### config.mk
export PLATFORM = sky130hd
export DESIGN_NAME = alu_op_sequencer
export DESIGN_NICKNAME = d
export VERILOG_FILES = /design/src/rtl/alu_pkg.sv /design/src/rtl/alu_settle_counter.sv /design/src/rtl/alu_op_sequencer.sv
export SDC_FILE = /design/constraint.sdc
export NUM_CORES = 1
export LEC_CHECK = 0
export BUFFER_PORTS_ARGS = -buffer_cell sky130_fd_sc_hd__buf_4
export CORE_MARGIN = 2
export CORE_UTILIZATION = 44
export DETAILED_ROUTE_END_ITERATION = 8
export PLACE_DENSITY = 0.74
export SETUP_SLACK_MARGIN = 0.4
export SYNTH_ARGS = -nofsm -noshare
export SYNTH_HDL_FRONTEND = slang
export SYNTH_HIERARCHICAL = 1
export SYNTH_SLANG_ARGS = --single-unit
### constraint.sdc
create_clock -name clk -period 1.4 [get_ports clk]
set_input_delay 0.28 -clock clk [delete_from_list [all_inputs] [get_ports clk]]
set_output_delay 0.28 -clock clk [all_outputs]
set_load 0.01 [all_outputs]
### src/rtl/alu_pkg.sv
// Shared ALU definitions: opcodes, switch-bus field layout, sequencer states.
// Imported by the op sequencer and its settle counter.
package alu_pkg;

  localparam logic [3:0] OP_ADD  = 4'd0;
  localparam logic [3:0] OP_SUB  = 4'd1;
  localparam logic [3:0] OP_MUL  = 4'd2;
  localparam logic [3:0] OP_DIV  = 4'd3;
  localparam logic [3:0] OP_AND  = 4'd4;
  localparam logic [3:0] OP_OR   = 4'd5;
  localparam logic [3:0] OP_XOR  = 4'd6;
  localparam logic [3:0] OP_NAND = 4'd7;
  localparam logic [3:0] OP_NOR  = 4'd8;
  localparam logic [3:0] OP_XNOR = 4'd9;
  localparam logic [3:0] OP_SHL  = 4'd10;
  localparam logic [3:0] OP_SHR  = 4'd11;
  localparam logic [3:0] OP_GT   = 4'd12;
  localparam logic [3:0] OP_LT   = 4'd13;
  localparam logic [3:0] OP_EQ   = 4'd14;
  localparam logic [3:0] OP_INC  = 4'd15;

  localparam int SW_A_LSB   = 0;
  localparam int SW_B_LSB   = 4;
  localparam int SW_OP_LSB  = 8;
  localparam int SW_PAD_LSB = 12;

  typedef enum logic [1:0] {
    S_IDLE   = 2'd0,
    S_SETTLE = 2'd1,
    S_RESP   = 2'd2
  } seq_state_e;

  function automatic logic [15:0] pack_sw(
    input logic [3:0] a,
    input logic [3:0] b,
    input logic [3:0] op
  );
    logic [15:0] sw;
    sw = '0;
    sw[SW_A_LSB +: 4]   = a;
    sw[SW_B_LSB +: 4]   = b;
    sw[SW_OP_LSB +: 4]  = op;
    sw[SW_PAD_LSB +: 4] = 4'h0;
    return sw;
  endfunction

endpackage

### src/rtl/alu_settle_counter.sv
// Down-counter timing how long the ALU inputs settle.
// done_o flags the cycle whose edge should sample the ALU result.
module alu_settle_counter
  import alu_pkg::*;
(
  input  logic       clk,
  input  logic       rst_n,
  input  logic       load_i,
  input  logic       dec_i,
  input  logic [3:0] load_val_i,
  output logic       done_o
);

  logic [3:0] cnt_q;
  logic [3:0] cnt_d;

  always_comb begin
    cnt_d = cnt_q;
    unique case (1'b1)
      load_i:                  cnt_d = load_val_i;
      (dec_i && cnt_q != '0):  cnt_d = cnt_q - 4'd1;
      default:                 cnt_d = cnt_q;
    endcase
  end

  always_ff @(posedge clk or negedge rst_n) begin
    if (!rst_n) begin
      cnt_q <= '0;
    end else begin
      cnt_q <= cnt_d;
    end
  end

  assign done_o = (cnt_q == 4'd1);

endmodule

### src/rtl/alu_op_sequencer.sv
// Drives one operation onto the ALU switch bus, waits for it to settle,
// captures the LED result and hands it out over a valid/ready response.
module alu_op_sequencer
  import alu_pkg::*;
#(
  parameter int unsigned SETTLE_CYCLES = 2
) (
  input  logic        clk,
  input  logic        rst_n,
  input  logic        req_valid,
  output logic        req_ready,
  input  logic [3:0]  req_a,
  input  logic [3:0]  req_b,
  input  logic [3:0]  req_op,
  output logic [15:0] alu_sw,
  input  logic [4:0]  alu_led,
  output logic        rsp_valid,
  input  logic        rsp_ready,
  output logic [4:0]  rsp_result,
  output logic [3:0]  rsp_op,
  output logic [7:0]  op_count
);

  localparam logic [3:0] SETTLE_LD = 4'(SETTLE_CYCLES);

  seq_state_e  state_q, state_d;
  logic [15:0] sw_q, sw_d;
  logic        vld_q, vld_d;
  logic [4:0]  res_q, res_d;
  logic [3:0]  op_q, op_d;
  logic [7:0]  cnt_q, cnt_d;
  logic        st_load;
  logic        st_dec;
  logic        st_done;

  alu_settle_counter u_settle (
    .clk        (clk),
    .rst_n      (rst_n),
    .load_i     (st_load),
    .dec_i      (st_dec),
    .load_val_i (SETTLE_LD),
    .done_o     (st_done)
  );

  always_comb begin
    state_d = state_q;
    sw_d    = sw_q;
    vld_d   = vld_q;
    res_d   = res_q;
    op_d    = op_q;
    cnt_d   = cnt_q;
    st_load = 1'b0;
    st_dec  = 1'b0;
    unique case (state_q)
      S_IDLE: begin
        if (req_valid) begin
          sw_d    = pack_sw(req_a, req_b, req_op);
          op_d    = req_op;
          st_load = 1'b1;
          state_d = S_SETTLE;
        end
      end
      S_SETTLE: begin
        st_dec = 1'b1;
        // alu_led is only trusted on the final settle edge
        if (st_done) begin
          res_d   = alu_led;
          vld_d   = 1'b1;
          state_d = S_RESP;
        end
      end
      S_RESP: begin
        if (rsp_ready) begin
          vld_d   = 1'b0;
          cnt_d   = cnt_q + 8'd1;
          state_d = S_IDLE;
        end
      end
      default: state_d = S_IDLE;
    endcase
  end

  always_ff @(posedge clk or negedge rst_n) begin
    if (!rst_n) begin
      state_q <= S_IDLE;
      sw_q    <= '0;
      vld_q   <= 1'b0;
      res_q   <= '0;
      op_q    <= '0;
      cnt_q   <= '0;
    end else begin
      state_q <= state_d;
      sw_q    <= sw_d;
      vld_q   <= vld_d;
      res_q   <= res_d;
      op_q    <= op_d;
      cnt_q   <= cnt_d;
    end
  end

  assign req_ready  = (state_q == S_IDLE);
  assign alu_sw     = sw_q;
  assign rsp_valid  = vld_q;
  assign rsp_result = res_q;
  assign rsp_op     = op_q;
  assign op_count   = cnt_q;

endmodule

==> results of run 1 <==
## what timing repair did
| item | CTS | global route |
|---|---|---|
| cloned | 0 | 0 |
| endpoints found under the hold margin | 32 | 0 |
| buffers inserted | 21 | 12 |
| gates resized for setup | 47 | 15 |
| hold buffers | 1 | 0 |
| setup endpoints to repair | 63 | 63 |
| pin swaps | 17 | 6 |
## worst max-delay path, stage by stage (launching register included)
cell     delay (ns)
dfrtp_1        0.43
inv_2          0.10
ha_4           0.13
or3b_4         0.41
buf_4          0.16
nand3_1        0.10
nand3_1        0.08
## cell usage in the layout, fill, tap and decap left out, drive strengths merged, types with 3 or more instances in the layout
cell | netlist | routed
buf | 13 | 97
conb | 2 | 9
nand2b | 3 | 3
o21ai | 3 | 3
clkbuf | 0 | 6
xnor2 | 6 | 6
ha | 4 | 4
nand4 | 3 | 3
mux2 | 18 | 18
nand2 | 4 | 4
dfrtp | 32 | 32
nand3 | 4 | 4
inv | 5 | 5
a21oi | 3 | 3
## through the flow
| stage | setup TNS (ns) | hold WS [ns] | power (mW) | setup WS (ns) |
|---|---|---|---|---|
| finish | -0.6626 | 0.1167 | 5.416 | -0.1220 |
| global route | -1.171 | 0.1062 | 5.773 | -0.1692 |
| CTS | -0.2033 | 0.1218 | 5.025 | -0.08329 |
| detailed placement | -1.154 | 0.2398 | 3.805 | -0.1824 |
| global placement | -0.6107 | 0.2337 | 3.734 | -0.1140 |
| floorplan | -0.4124 | -0.01559 | 2.897 | -0.1158 |
## power breakdown
part | internal (mW) | switching, mW | total [mW] | leakage, nW
Combinational | 2.06 | 1.14 | 3.19 | 0.917
Clock | 0.239 | 0.305 | 0.543 | 0.0380
Sequential | 1.31 | 0.368 | 1.68 | 0.390
## registers in the layout, summed over array words and instances (netlist names)
| register | cells |
|---|---|
| alu_sw | 8 |
| op_count | 8 |
| rsp_op | 4 |
| rsp_result | 5 |
| rsp_valid | 1 |
| state_q | 2 |
| u_settle/cnt_q | 4 |
## area by class of cell
| class | count | area, um2 | area share |
|---|---|---|---|
| clock buffer | 6 | 51.30 | 0.01953 |
| sequential | 32 | 802.0 | 0.3054 |
| tap | 46 | 57.56 | 0.02192 |
| clock inverter | 2 | 10.01 | 0.003811 |
| inverter | 5 | 18.77 | 0.007146 |
| timing repair buffer | 98 | 882.1 | 0.3359 |
| multi-input combinational | 82 | 804.5 | 0.3063 |
## final timing paths
check / from / to / slack [ns] / depth (start not counted)
worst min-delay path: rsp_ready / state_q[1]$_DFFE_PN0P_ / 0.12 / 2
worst max register to register: u_settle/cnt_q[0]$_DFFE_PN0P_ / u_settle/cnt_q[3]$_DFFE_PN0P_ / -0.12 / 6
max in group asynchronous: rst_n / op_count[0]$_DFFE_PN0P_ / 0.67 / 2
worst max-delay path: u_settle/cnt_q[0]$_DFFE_PN0P_ / u_settle/cnt_q[3]$_DFFE_PN0P_ / -0.12 / 6
worst min register to register: state_q[1]$_DFFE_PN0P_ / state_q[0]$_DFFE_PN0P_ / 0.52 / 1
min in group asynchronous: rst_n / alu_sw[7]$_DFFE_PN0P_ / 0.41 / 2
## cells by family after synthesis
family | count (synthesis)
adders and majority gates | 4
muxes | 19
AOI/OAI and AO/OA | 13
DFF | 32
xor gates and xnor gates | 7
other | 2
and+or+nand+nor | 30
buffers and inverters | 18
## metal layers
layer	vias up	wire, um	track usage
met3	10	271	0.06964
met4	0	102	0.07880
met2	57	1949	0.3461
met1	632	1598	0.2373
li1	610	-	-
met5	-	0	0
==> results.md, run 1 <==
- Tmin final: ~1.5 ns
- XOR/XNOR share of the synthesized area: 0.03914
- Fill count: 205
- Fin. Hold Viols: 0
- Area of the core: approximately 3400 um2
- Final wirelength: between 3000 and 4000 um
- Inst Count DP: 229
- Final setup fails: 9
- Async S/R FF share, synth: 1.000
- Via count: 1309
- # diodes: 0
- Insertion delay to the later sink of the worst-skew pair: 0.34 ns
- DP HPWL: 2264 um
- CTS tree: done
- Sequential share of the synthesized area: 0.5112
- Status: complete, but fails checks
- Fmax: 657.0 MHz
- Vias in the first global route: 1374
- Total leakage power: ~1.3 nW
- Mapped Cells: 125
- Mux cell area share after synthesis: 0.1573
- GRT overflow: 0
- First-pass GRT wire length: 6361 um
- Die area: between 4000 and 5000 um2
- Synth cell types: 38
- Num CTS Buffers: 5
- Largest net degree at the start of global routing: 33
- Top Ports: 56
- Root Buffer: clkbuf_4
- Largest family of logic cells by synthesized area: multiplexers
- Synth Area in Simple Gates: 0.1198
- Synthesized area: 1567 um2
- Req. time, crit path: 1.61 ns
- CTS max path bufs: 2
- Initial DRC Count: 34
- Clock tree sinks: 32
- Top cell type's share of synthesized area: 0.5112
- Arrival time of the worst setup path: 1.73 ns
- Syn Area/Cell: 12.53 um2
- Routability congestion estimate: 0.8447
- Most frequent cells after synthesis: dfrtp_1, mux2_2, mux2_4
- Final max-slew violation count: 0
- Die Height: 63.67 um
- Register bit total from synthesis: 32
- Initial core utilization: 0.4622
- # DRC: 0
- Worst Hold Class: primary input to flop
- RSZ-0062 raised after global routing: yes
- Avg WL per Cell: 14.47 um
- Final Util: 0.7748
- Yosys warnings: 6
- Violated checks: negative setup slack
- Antenna Nets Post-Route: 0
- Final Skew: roughly 0.011 ns
- Synth Area in Compound Gates: 0.05671
- Cell area after layout: 2626 um2
- Gr usage total: 0.2043
- Crit end category: flop
- PwrDens: 2062 nW/um2
- Top post-synthesis cells by area: dfrtp_1, mux2_4, mux2_2
- Synth Flop Type: dfrtp_1
- CP Launch Type: flop
- Die W: 63.67 um
- Non-Filler Instances: 271
- Ratio of cells with drive above 1 in the final layout: 0.6444
- NumNets Final: 249
- Area share of fa/ha/maj cells after synthesis: 0.03195
- Cell area after placement: 2078 um2
- Max_cap viols: 0
- Post-synth EDFFs: 0
- DRT Pass-1 Iters: 4
- Top-count cell post-synth: dfrtp_1
- I/O Buffers: 51
- Post-synth top area cell: dfrtp_1
- Area Growth Syn to Fin: 67.65%
- Crit Path Max Fanout: 5
- H-tree levels: 2
- Critical path class: flop to flop
- Worst setup margin: -0.1220 ns
- Cell Rows: 21
- VDD IR max: 1.209 mV
- Fin crit share: 1.087
- Worst-path clk slew: 0.10 ns
- Post-DR vias/cell: between 4 and 5
- Initial antenna violation count: 0
Power figures use the tool's default switching activity.
==> run 2: changes to the inputs <==
- PLACE_DENSITY: 0.74 -> 0.78
==> results.md, run 2 (synthesis results as in run 1) <==
- Fin Setup TNS: -0.5337 ns (was -0.6626 ns)
- Initial DRC Count: 54 (was 34)
- Insertion delay to the later sink of the worst-skew pair: 0.33 ns (was 0.34 ns)
- Ratio of cells with drive above 1 in the final layout: 0.6364 (was 0.6444)
- Final Util: 0.7674 (was 0.7748)
- Total leakage power: 1.282 nW (was 1.345 nW)
- Die Height: 63.67 um (unchanged)
- Combinational power share: 0.587 (was 0.590)
- Commonest non-fill, non-tap cells in the layout: buf_4, buf_6, dfrtp_1 (unchanged)
- Fmax: 677.1 MHz (was 657.0 MHz)
- RSZ-0062 raised after global routing: yes (unchanged)
- Worst-path cell chain: inv_2 > ha_4 > or3b_4 > a221oi_2 > a31oi_1 (was inv_2 > ha_4 > or3b_4 > buf_4 > nand3_1 > nand3_1)
- CP bufs+invs: 1 (was 2)
- Violated checks: negative setup slack (unchanged)
- Crit Path Max Fanout: 6 (was 5)
- Initial core utilization: 0.4622 (unchanged)
- CTS tree: done (unchanged)
- Switching Share: 0.3357 (was 0.3341)
- Hold Path Depth: 2 (unchanged)
- CTS max path bufs: 2 (unchanged)
- R2R cell count: 5 (was 6)
- H-tree levels: 2 (unchanged)
- Place WS: -0.1475 ns (was -0.1824 ns)
- PwrDens: 2082 nW/um2 (was 2062 nW/um2)
- Max incr delay on CP: 0.43 ns (about the same)
- Non-Filler Instances: 266 (was 271)
- Fin crit share: 1.055 (was 1.087)
- # DRC: 0 (unchanged)
- Tmin final: 1.477 ns (was 1.522 ns)
- Via count: 1330 (was 1309)
- Final Skew: 0.006464 ns (was 0.01120 ns)
- HP Start: rsp_ready (unchanged)
- Inst Count DP: 227 (was 229)
- Routability congestion estimate: 0.7515 (was 0.8447)
- Final hold slack: 0.1437 ns (was 0.1167 ns)
- Crit end category: flop (unchanged)
- Initial antenna violation count: 0 (unchanged)
- CP Launch Type: flop (unchanged)
- Gr usage total: 0.2167 (was 0.2043)
- Final setup fails: 13 (was 9)
- CP delay by family, top: simple AND/OR/NAND/NOR gates (unchanged)
- Cell Rows: 21 (unchanged)
- Final wirelength: 4173 um (was 3922 um)
- Top Ports: 56 (unchanged)
- Worst setup margin: -0.07694 ns (was -0.1220 ns)
- Clock Power Share: 0.102 (was 0.100)
- Post-DR vias/cell: 5.000 (was 4.830)
- DP HPWL: 2340 um (was 2264 um)
- R2r setup slk: -0.08 ns (was -0.12 ns)
- Die area: 4053 um2 (unchanged)
- GRT overflow: 0 (unchanged)
- Arrival time of the worst setup path: 1.69 ns (was 1.73 ns)
- Final max-slew violation count: 0 (unchanged)
- Critical path class: flop to flop (unchanged)
- Avg WL per Cell: 15.69 um (was 14.47 um)
- # diodes: 0 (unchanged)
- Part of the power in registers: 0.311 (was 0.310)
- RR Startpoint: u_settle/cnt_q[1]$_DFFE_PN0P_ (was u_settle/cnt_q[0]$_DFFE_PN0P_)
- Root Buffer: clkbuf_4 (unchanged)
- Crit path max-delay cell type: or3b_4 (was dfrtp_1)
- Die W: 63.67 um (unchanged)
- Vias in the first global route: 1400 (was 1374)
- VDD IR max: 0.9876 mV (was 1.209 mV)
- Req. time, crit path: 1.61 ns (about the same)
- DRT Pass-1 Iters: 4 (unchanged)
- Max_cap viols: 0 (unchanged)
- Num CTS Buffers: 5 (unchanged)
- Largest net degree at the start of global routing: 33 (unchanged)
- Clock tree sinks: 32 (unchanged)
- Antenna Nets Post-Route: 0 (unchanged)
- Worst-path clk slew: 0.10 ns (about the same)
- Hold Path End: state_q[1]$_DFFE_PN0P_ (unchanged)
- Worst Hold Class: primary input to flop (unchanged)
- Switch Pwr: 1.818 mW (was 1.809 mW)
- I/O Buffers: 51 (unchanged)
- Area Growth Syn to Fin: 66.05% (was 67.65%)
- Internal power: 3.598 mW (was 3.606 mW)
- Worst R2R End: u_settle/cnt_q[1]$_DFFE_PN0P_ (was u_settle/cnt_q[3]$_DFFE_PN0P_)
- Fin. Hold Viols: 0 (unchanged)
- Commonest non-fill, non-tap cell in the layout: buf_4 (unchanged)
- NumNets Final: 244 (was 249)
- First-pass GRT wire length: 6637 um (was 6361 um)
- Critical Path Source: u_settle/cnt_q[1]$_DFFE_PN0P_ (was u_settle/cnt_q[0]$_DFFE_PN0P_)
- Status: complete, but fails checks (unchanged)
- Area of the core: 3390 um2 (unchanged)
[run 2: worst max path at each step]
| stage | to | slack [ns] | depth (start not counted) |
|---|---|---|---|
| floorplan | u_settle/cnt_q[1]$_DFFE_PN0P_ | -0.12 | 6 |
| global placement | u_settle/cnt_q[1]$_DFFE_PN0P_ | -0.11 | 5 |
| detailed placement | u_settle/cnt_q[1]$_DFFE_PN0P_ | -0.15 | 5 |
| CTS | u_settle/cnt_q[1]$_DFFE_PN0P_ | -0.06 | 5 |
| global route | u_settle/cnt_q[0]$_DFFE_PN0P_ | -0.16 | 5 |
| finish | u_settle/cnt_q[1]$_DFFE_PN0P_ | -0.08 | 5 |
[run 2: final cells by class]
cell class | instances | area, um2
fillers | 195 | 788.3
flip-flops and latches | 32 | 804.5
repair buffers | 93 | 882.1
clock buffers | 8 | 58.81
multi-input cells | 82 | 779.5
inverters | 5 | 18.77
well taps | 46 | 57.56
[run 2: through the flow]
stage          instance area [um2]  power, mW
6_report                      2601      5.416
5_1_grt                       2601      5.756
4_1_cts                       2489      5.103
3_5_place_dp                  2063      3.812
3_3_place_gp                  2063      3.709
2_1_floorplan                 1639      2.897
[run 2: timing repair]
item,4_1_cts,5_1_grt
pin swaps,7,14
buffers inserted,23,6
setup endpoints to repair,63,63
gates cloned,1,0
resized for setup,42,12
endpoints found under the hold margin,32,0
hold buffers,1,0
[run 2: power by group through the flow]
stage	clock network, mW	logic [mW]	registers, mW
finish	0.553	3.18	1.69
global route	0.622	3.40	1.73
CTS	0.571	2.89	1.64
detailed placement	0	2.19	1.62
global placement	0	2.13	1.58
floorplan	0	1.17	1.73
[run 2: layer usage]
layer,share of wire,track usage
met1,0.40,0.2367
met2,0.52,0.4039
met3,0.057,0.05000
met4,0.020,0.07880
met5,0,0
==> run 3: changes to the inputs <==
- BUFFER_PORTS_ARGS: -buffer_cell sky130_fd_sc_hd__buf_4 -> unset
- CORE_UTILIZATION: 44 -> 55
- DONT_BUFFER_PORTS: unset -> 1
- PLACE_DENSITY: 0.78 -> 0.76
==> results.md, run 3 (synthesis results as in run 1) <==
- Critical path class: flop to flop (unchanged)
- Combinational power share: 0.433 (was 0.587)
- Top Ports: 56 (unchanged)
- I/O Buffers: 0 (was 51)
- # diodes: 0 (unchanged)
- Inst Count DP: 162 (was 227)
- Fin Setup TNS: -0.5539 ns (was -0.5337 ns)
- Die area: 3291 um2 (was 4053 um2)
- Cell Rows: 19 (was 21)
- Fin. Hold Viols: 0 (unchanged)
- Via count: 1054 (was 1330)
- Final setup fails: 8 (was 13)
- PwrDens: 2207 nW/um2 (was 2082 nW/um2)
- Worst Hold Class: primary input to flop (unchanged)
- Req. time, crit path: 1.62 ns (was 1.61 ns)
- Final Util: 0.7492 (was 0.7674)
- Root Buffer: clkbuf_4 (unchanged)
- Die Height: 57.37 um (was 63.67 um)
- Worst-path clk slew: 0.10 ns (about the same)
- Commonest non-fill, non-tap cells in the layout: dfrtp_1, mux2_4, buf_4 (was buf_4, buf_6, dfrtp_1)
- Die W: 57.37 um (was 63.67 um)
- CTS max path bufs: 2 (unchanged)
- Gr usage total: 0.2277 (was 0.2167)
- GRT overflow: 0 (unchanged)
- Antenna Nets Post-Route: 0 (unchanged)
- Avg WL per Cell: 19.34 um (was 15.69 um)
- Insertion delay to the later sink of the worst-skew pair: 0.33 ns (about the same)
- Tmin final: 1.480 ns (was 1.477 ns)
- Largest net degree at the start of global routing: 33 (unchanged)
- Final wirelength: 3519 um (was 4173 um)
- Clock Power Share: 0.154 (was 0.102)
- Ratio of cells with drive above 1 in the final layout: 0.5298 (was 0.6364)
- DP HPWL: 2051 um (was 2340 um)
- VDD IR max: 1.733 mV (was 0.9876 mV)
- CTS tree: done (unchanged)
- Max_cap viols: 0 (unchanged)
- Final Skew: 0.008292 ns (was 0.006464 ns)
- Routability congestion estimate: 0.7297 (was 0.7515)
- Vias in the first global route: 1126 (was 1400)
- Arrival time of the worst setup path: 1.70 ns (was 1.69 ns)
- H-tree levels: 2 (unchanged)
- Commonest non-fill, non-tap cell in the layout: dfrtp_1 (was buf_4)
- Crit Path Max Fanout: 6 (unchanged)
- Non-Filler Instances: 182 (was 266)
- Internal power: 2.899 mW (was 3.598 mW)
- RSZ-0062 raised after global routing: yes (unchanged)
- Fmax: 675.6 MHz (was 677.1 MHz)
- First-pass GRT wire length: 5554 um (was 6637 um)
- Fill count: 166 (was 195)
- Post-DR vias/cell: 5.791 (was 5.000)
- Violated checks: negative setup slack (unchanged)
- CP Launch Type: flop (unchanged)
- Crit path max-delay cell type: or3b_4 (unchanged)
- Area Growth Syn to Fin: 30.75% (was 66.05%)
- NumNets Final: 175 (was 244)
- Crit end category: flop (unchanged)
- Final max-slew violation count: 0 (unchanged)
- Initial core utilization: 0.5730 (was 0.4622)
- Place WS: -0.1983 ns (was -0.1475 ns)
- Total leakage power: 0.9675 nW (was 1.282 nW)
- Switching Share: 0.3587 (was 0.3357)
- Worst setup margin: -0.08023 ns (was -0.07694 ns)
- # DRC: 0 (unchanged)
- Switch Pwr: 1.622 mW (was 1.818 mW)
- Status: complete, but fails checks (unchanged)
- Worst-path cell chain: inv_2 > ha_4 > or3b_4 > a221oi_2 > a31oi_1 (unchanged)
- Fin crit share: 1.057 (was 1.055)
- Part of the power in registers: 0.413 (was 0.311)
- Clock tree sinks: 32 (unchanged)
- Max incr delay on CP: 0.42 ns (was 0.43 ns)
- DRT Pass-1 Iters: 4 (unchanged)
- Total Power: 4.521 mW (was 5.416 mW)
- Num CTS Buffers: 5 (unchanged)
- Initial antenna violation count: 0 (unchanged)
- Initial DRC Count: 28 (was 54)
- Area of the core: 2734 um2 (was 3390 um2)
## run 3: cell types whose count changed in the layout (fill, tap and decap cells not counted), sizes merged
cell    before  now
bufinv       0    1
buf         92   23
clkinv       0    1
clkbuf       8    6
## run 3: layer usage
metal | routed length (um) | share of wire | vias to the layer above | GRT usage
li1 | - | - | 469 | -
met1 | 1367 | 0.39 | 532 | 0.2729
met2 | 1852 | 0.53 | 47 | 0.3701
met3 | 238 | 0.068 | 6 | 0.07710
met4 | 59 | 0.017 | 0 | 0.1030
met5 | 0 | 0 | - | 0
## run 3: worst paths after layout
path | cells after the start | startpoint | endpoint | slack [ns]
max | 5 | u_settle/cnt_q[1]$_DFFE_PN0P_ | u_settle/cnt_q[1]$_DFFE_PN0P_ | -0.08
min | 1 | rsp_ready | state_q[1]$_DFFE_PN0P_ | 0.02
max reg2reg | 5 | u_settle/cnt_q[1]$_DFFE_PN0P_ | u_settle/cnt_q[1]$_DFFE_PN0P_ | -0.08
min reg2reg | 1 | op_count[5]$_DFFE_PN0P_ | op_count[5]$_DFFE_PN0P_ | 0.54
max in group asynchronous | 2 | rst_n | op_count[6]$_DFFE_PN0P_ | 0.79
min in group asynchronous | 2 | rst_n | alu_sw[6]$_DFFE_PN0P_ | 0.42
## run 3: worst max-delay path: cells and delay by family, from the launching register on
family	cells	cell delay, ns
compound gates	2	0.31
fa+ha+maj	1	0.14
buf+inv	1	0.10
flops	1	0.41
simple gates	1	0.42
## run 3: area by class of cell
type / count / area [um2] / share of cell area
sequential: 32 / 815.8 / 0.3983
clock buffer: 6 / 41.29 / 0.02016
clock inverter: 2 / 35.03 / 0.01710
multi-input combinational: 82 / 818.3 / 0.3995
timing repair buffer: 24 / 280.3 / 0.1368
tap: 31 / 38.79 / 0.01894
inverter: 5 / 18.77 / 0.009163
## run 3: timing repair
action	4_1_cts	5_1_grt
buffers inserted	7	2
cloned	1	0
gates resized for setup	38	6
endpoints found under the hold margin	32	32
pin swaps	8	4
setup endpoints to repair	63	63
## run 3: metrics by stage
stage                     area (um2)  hold slack, ns
after floorplan                 1639        -0.01559
after global placement          1682        -0.01501
after detailed placement        1682        -0.01498
after CTS                       1968         -0.3853
after global routing            2048        0.001703
final                           2048         0.02455
## run 3: power groups by stage
| stage | sequential, mW | combinational, mW | clock, mW |
|---|---|---|---|
| 3_3_place_gp | 1.82 | 1.32 | 0 |
| 4_1_cts | 1.86 | 1.81 | 0.712 |
| 2_1_floorplan | 1.73 | 1.17 | 0 |
| 5_1_grt | 1.92 | 2.09 | 0.748 |
| 3_5_place_dp | 1.84 | 1.40 | 0 |
| 6_report | 1.87 | 1.96 | 0.694 |
